$ cat config.mk
export PLATFORM = sky130hd
export DESIGN_NAME = jk_bank_driver
export DESIGN_NICKNAME = d
export VERILOG_FILES = /design/src/rtl/jk_bank_driver.sv
export SDC_FILE = /design/constraint.sdc
export NUM_CORES = 1
export LEC_CHECK = 0
export CAP_MARGIN = 20
export CELL_PAD_IN_SITES_DETAIL_PLACEMENT = 1
export CELL_PAD_IN_SITES_GLOBAL_PLACEMENT = 1
export CORE_ASPECT_RATIO = 0.6
export CORE_UTILIZATION = 33
export DETAILED_ROUTE_END_ITERATION = 8
export HOLD_SLACK_MARGIN = 0.06
export PLACE_DENSITY = 0.8
export SLEW_MARGIN = 30
export SYNTH_ARGS = -nofsm -noshare
export SYNTH_HDL_FRONTEND = slang
export SYNTH_SLANG_ARGS = --single-unit
$ cat constraint.sdc
create_clock -name clk -period 2.1 [get_ports clk]
set_clock_uncertainty 0.2 [all_clocks]
set_input_delay 0.21 -clock clk [delete_from_list [all_inputs] [get_ports clk]]
set_output_delay 0.21 -clock clk [all_outputs]
set_load 0.05 [all_outputs]
$ cat src/rtl/jk_bank_driver.sv
// jk_bank_driver: stimulus-and-check engine for a bank of WIDTH external JK
// flip-flops sharing clk. A target word is accepted over valid/ready. The J/K
// excitation is derived from the bank's current q and driven for one cycle.
// One cycle later the bank is compared against the target.
// Optional build macro: JK_TOGGLE_EN -- changed bits use toggle (J=K=1)
// excitation instead of set/reset. Unchanged bits always use hold.
module jk_bank_driver #(
   parameter int WIDTH = 4
) (
   input  logic             clk,
   input  logic             rst,
   input  logic             tgt_valid,
   output logic             tgt_ready,
   input  logic [WIDTH-1:0] tgt_data,
   input  logic [WIDTH-1:0] q_fb,
   output logic [WIDTH-1:0] j,
   output logic [WIDTH-1:0] k,
   input  logic             clr_err,
   output logic             busy,
   output logic             done,
   output logic             mismatch,
   output logic [WIDTH-1:0] mismatch_bits,
   output logic [7:0]       err_cnt
);

   typedef enum logic [1:0] {
      IDLE  = 2'd0,
      DRIVE = 2'd1,
      CHECK = 2'd2
   } state_t;

   state_t           state, state_d;
   logic [WIDTH-1:0] tgt_q, tgt_q_d;
   logic [WIDTH-1:0] exc_j, exc_k;
   logic [WIDTH-1:0] j_d, k_d, bits_d;
   logic             done_d, mis_d;
   logic [7:0]       cnt_d;

   assign tgt_ready = (state == IDLE) && rst;
   assign busy      = (state != IDLE);

   // Excitation from current bank state (c) and requested state (t).
`ifdef JK_TOGGLE_EN
   assign exc_j = q_fb ^ tgt_data;
   assign exc_k = q_fb ^ tgt_data;
`else
   assign exc_j = ~q_fb & tgt_data;
   assign exc_k = q_fb & ~tgt_data;
`endif

   // Next-state and next-output decode for the three-phase transaction.
   always_comb begin
      // NOTE: every output of this block gets a default first so no latch is inferred.
      state_d = state;
      tgt_q_d = tgt_q;
      j_d     = '0;
      k_d     = '0;
      done_d  = 1'b0;
      mis_d   = 1'b0;
      bits_d  = mismatch_bits;
      cnt_d   = err_cnt;
      case (state)
         IDLE: begin
            if (tgt_valid) begin
               state_d = DRIVE;
               tgt_q_d = tgt_data;
               j_d     = exc_j;
               k_d     = exc_k;
            end
         end
         DRIVE: state_d = CHECK;
         CHECK: begin
            state_d = IDLE;
            done_d  = 1'b1;
            mis_d   = (q_fb != tgt_q);
            bits_d  = q_fb ^ tgt_q;
            if (mis_d && (err_cnt != 8'hFF)) cnt_d = err_cnt + 8'd1;
         end
         default: state_d = IDLE;
      endcase
      // Clear wins over a coincident increment.
      if (clr_err) cnt_d = 8'd0;
   end

   // State register with synchronous active-low reset.
   always_ff @(posedge clk) begin
      // NOTE: sequential state uses non-blocking assignments so all flops update together.
      if (!rst) state <= IDLE;
      else      state <= state_d;
   end

   // Registered excitation, check results and error counter.
   always_ff @(posedge clk) begin
      if (!rst) begin
         tgt_q         <= '0;
         j             <= '0;
         k             <= '0;
         done          <= 1'b0;
         mismatch      <= 1'b0;
         mismatch_bits <= '0;
         err_cnt       <= 8'd0;
      end else begin
         tgt_q         <= tgt_q_d;
         j             <= j_d;
         k             <= k_d;
         done          <= done_d;
         mismatch      <= mis_d;
         mismatch_bits <= bits_d;
         err_cnt       <= cnt_d;
      end
   end

endmodule

==> results of run 1 <==
-- layout make-up --
type	count	area (um2)	area share, %
Clock buffer	3	41.3	2.63
Inverter	4	15.0	0.958
Multi-Input combinational cell	73	495	31.6
Timing Repair Buffer	41	403	25.7
Sequential cell	28	561	35.8
Tap cell	42	52.6	3.35
-- per-layer routing --
layer,track usage [%],up-vias,share of wire (%)
met5,0,-,0
met1,22.7,458,46
met4,9.62,0,1.7
met3,4.16,5,5.1
met2,31.9,23,47
li1,-,472,-
-- power by group through the flow --
stage / sequential, uW / clock [uW] / combinational [uW]
after global routing: 559 / 320 / 174
after floorplan: 598 / 0 / 62.3
after CTS: 557 / 298 / 165
after detailed placement: 569 / 0 / 164
final: 557 / 287 / 164
after global placement: 568 / 0 / 159
-- worst paths after layout --
path	start	end	slack [ns]	cells after the start
worst max-delay path	err_cnt[2]	err_cnt[2]	0.09	1
worst min-delay path	mismatch_bits[2]	mismatch_bits[2]	0.31	2
worst max register to register	err_cnt[0]	err_cnt[4]	0.27	4
worst min register to register	mismatch_bits[2]	mismatch_bits[2]	0.31	2
-- state kept, by name (all words and copies together), names as in the netlist --
name / flops
done: 1
mismatch: 1
k: 4
j: 4
state: 2
mismatch_bits: 4
tgt_q: 4
err_cnt: 8
-- logic make-up after synthesis --
family / Yosys count
xor gates and xnor gates: 4
DFF: 28
muxes: 6
and+or+nand+nor: 45
adders and majority gates: 1
AOI/OAI and AO/OA: 17
buffers and inverters: 9
-- through the flow --
stage | hold slack [ns] | cell area, um2 | setup TNS [ns] | utilization (%) | power [uW]
after global routing | 0.331 | 1570 | 0 | 52.2 | 1050
after CTS | 0.313 | 1570 | 0 | 52.2 | 1020
after floorplan | 0.0858 | 1100 | 0 | - | 660
after global placement | 0.297 | 1530 | 0 | 50.8 | 727
final | 0.307 | 1570 | 0 | 52.2 | 1010
after detailed placement | 0.300 | 1530 | -0.127 | 50.8 | 734
-- layout by cell type (no fill, tap or decap), drive strengths merged, types with 2 or more instances in the layout --
| cell | instances |
|---|---|
| a211oi | 4 |
| a21oi | 4 |
| and4 | 2 |
| buf | 8 |
| clkbuf | 3 |
| clkdlybuf4s50 | 33 |
| dfxtp | 28 |
| inv | 4 |
| mux2i | 6 |
| nand2 | 5 |
| nand2b | 2 |
| nand3 | 3 |
| nor2 | 12 |
| nor3b | 10 |
| o21a | 2 |
| o31ai | 2 |
| o41ai | 2 |
| or2 | 2 |
| or4 | 3 |
| xnor2 | 4 |
==> results summary, run 1 <==
The post-synthesis share of cell area spent on xor and xnor gates is 3.20%. The biggest area consumer among synthesized cells is sky130_fd_sc_hd__dfxtp_1. The via count of the first global-routing pass came out at 940. Hold repair after CTS inserted 0 buffers. The max-capacitance violation count is 0. The number of flops mapped to enable cells by yosys came out at 0. The initial antenna violation count came to 0. The synthesis-stage register bit count is 28. The number of design-rule violations left by the first detailed-router iteration came out at 67. The standby leakage power came out at 0.000552 uW. The floorplan step set the die height to 46.6 um. The type of element capturing the critical path is a primary output. The number of endpoints failing setup at the final stage is 0. The fraction of final layout cells with drive strength greater than 1 is 10.7%. The number of design rule violations left after detail routing came out at 0. The weighted congestion reported at the end of routability-driven placement is 0.808. The sequential fraction of the synthesis area is 51.3%. The overall track demand over capacity in global routing came out at 18.6%. The number of levels the H-tree was split into came out at 1. The net load switching power came out at 262 uW. The number of clock sinks is 28. The number of buffers and inverters on the critical path is 1. The count of TritonRoute iterations in the first routing pass is 4. Grouping stages by cell kind, the critical path spends the most delay in buffers and inverters. In the post-route analysis, the smallest setup slack over all paths is 0.0876 ns. The area added between synthesis and finish came out at 43.4%. TritonCTS built the clock tree. The total vias in the final route is 958.

For this run the aggregate overflow at the end of global routing stands at 0. The fraction of the mapped netlist area in compound gates is 11.1%. The number of I/O port buffers came out at 35.

The number of buffers created by CTS came out at 3. The filler-free cell count of the finished design came out at 191. In the final routed layout, each cell accounts on average for 15.4 um. For the worst-skew pair, the clock arrives at the later sink with an insertion delay of 0.27 ns.

The number of vias per cell is 5.02. The number of nets produced by synthesis came out at 123. The number of placed cells counting well taps is 188. The clock power share is 28.5%. The final-stage net count is 164. The maximum clock rate came out at 497 MHz. The post-synthesis simple-gate area fraction is 23.9%. Of the available clock period, the critical path in the final layout requires 95.8%. Of all flip-flops after synthesis, the portion carrying an async set or reset was 0%.

In this run the post-CTS setup repair buffer count came out at 0. In this run switching power makes up 26.0% of total power. In the synthesized netlist, the cells that appear most often are 28 x sky130_fd_sc_hd__dfxtp_1, 12 x sky130_fd_sc_hd__nor2_1, 10 x sky130_fd_sc_hd__nor3b_1.

The flow ran to the end, and the final reports show no timing, DRC or antenna violations. The die covers 3560 um2. The number of routed nets with antenna violations came out at 0. The area of the placeable core came out at 3000 um2. The sequential share of power came out at 55.2%. The total power divided by cell area came out at 643 nW/um2. The final routed wirelength across all metal layers came out at 2940 um.

The top fanout value on the critical path is 7. The hold violation total from the final report came out at 0. After legalization and detailed placement, the total HPWL measured 2320 um.

The fraction of synthesized cell area taken by the top area cell type is 51.3%. The number of pins exceeding their max-slew limit in the final report is 0. In this design, the stage delay of the slowest critical-path cell is 0.86 ns. The design internal power came out at 746 uW. The critical path in this run is classified as reg2out. The floorplan die width came out at 76.3 um. The tightest min-delay check is of the reg2reg type. The worst pin sits at a relative slew slack of 64.1%. In the synthesized netlist the dominant register cell turns out to be sky130_fd_sc_hd__dfxtp_1.

The count of filler cells inserted in the layout came out at 342. The number of antenna repair diodes is 0. Setup repair after global routing left no endpoint under its margin. The critical path goes through clkdlybuf4s50_1. The mean instance size in the synthesized netlist is 9.94 um2. The gate count of the mapped netlist is 110. The final critical delay including setup and external delays came out at 2.01 ns. The required time of the worst setup path is 1.69 ns. The part of the total power dissipated in combinational logic is 16.3%. The cell area after synthesis is 1090 um2.

The worst endpoint data arrival time is 1.60 ns. The maximum clock path buffer count came out at 2. The cell at the root of the clock tree is sky130_fd_sc_hd__clkbuf_8. The number of distinct library cell variants in the gate-level netlist after synthesis is 31.

The cell with the most instances after synthesis is sky130_fd_sc_hd__dfxtp_1. The adder and majority cell fraction of the synthesized area came out at 1.14%. For the pin with the worst max-slew slack, the measured transition is 0.537 ns.

The worst setup path is launched from a flop. Ranked by total cell area, the synthesized netlist is headed by sky130_fd_sc_hd__dfxtp_1 51%, sky130_fd_sc_hd__nor3b_1 6.9%, sky130_fd_sc_hd__mux2i_1 5.5%, sky130_fd_sc_hd__nor2_1 4.1%, sky130_fd_sc_hd__xnor2_1 3.2%. The standard-cell row count is 15. The maximum VDD drop is 366 uV. The combinational family with the most area after synthesis is simple AND/OR/NAND/NOR gates. The pin count of the biggest net entering global routing came out at 15. The global-route wire length before repair is 4800 um.

The synthesis warning total is 0. The initial cell density of the core came out at 36.4%. Before CTS, the worst setup slack after placement is -0.0683 ns. The slowest stage of the critical path is the sky130_fd_sc_hd__clkdlybuf4s50_1 cell.

The fraction of synthesized area in multiplexers is 5.49%. The post-CTS clock slew at the launch and capture registers of the worst setup and hold paths came out at 0.09 ns. The top-level I/O count is 36. The post-cts sizing count is 0.
Note: power is estimated with default switching activity, not from simulation.
==> run 2, diff against run 1 <==
--- a/config.mk
+++ b/config.mk
@@ -13,7 +13,7 @@
 export DETAILED_ROUTE_END_ITERATION = 8
 export HOLD_SLACK_MARGIN = 0.06
 export PLACE_DENSITY = 0.8
-export SLEW_MARGIN = 30
+export SLEW_MARGIN = 20
 export SYNTH_ARGS = -nofsm -noshare
 export SYNTH_HDL_FRONTEND = slang
 export SYNTH_SLANG_ARGS = --single-unit
==> results of run 2 <==
The final DEF is identical to that of run 1; final timing and power are the same.
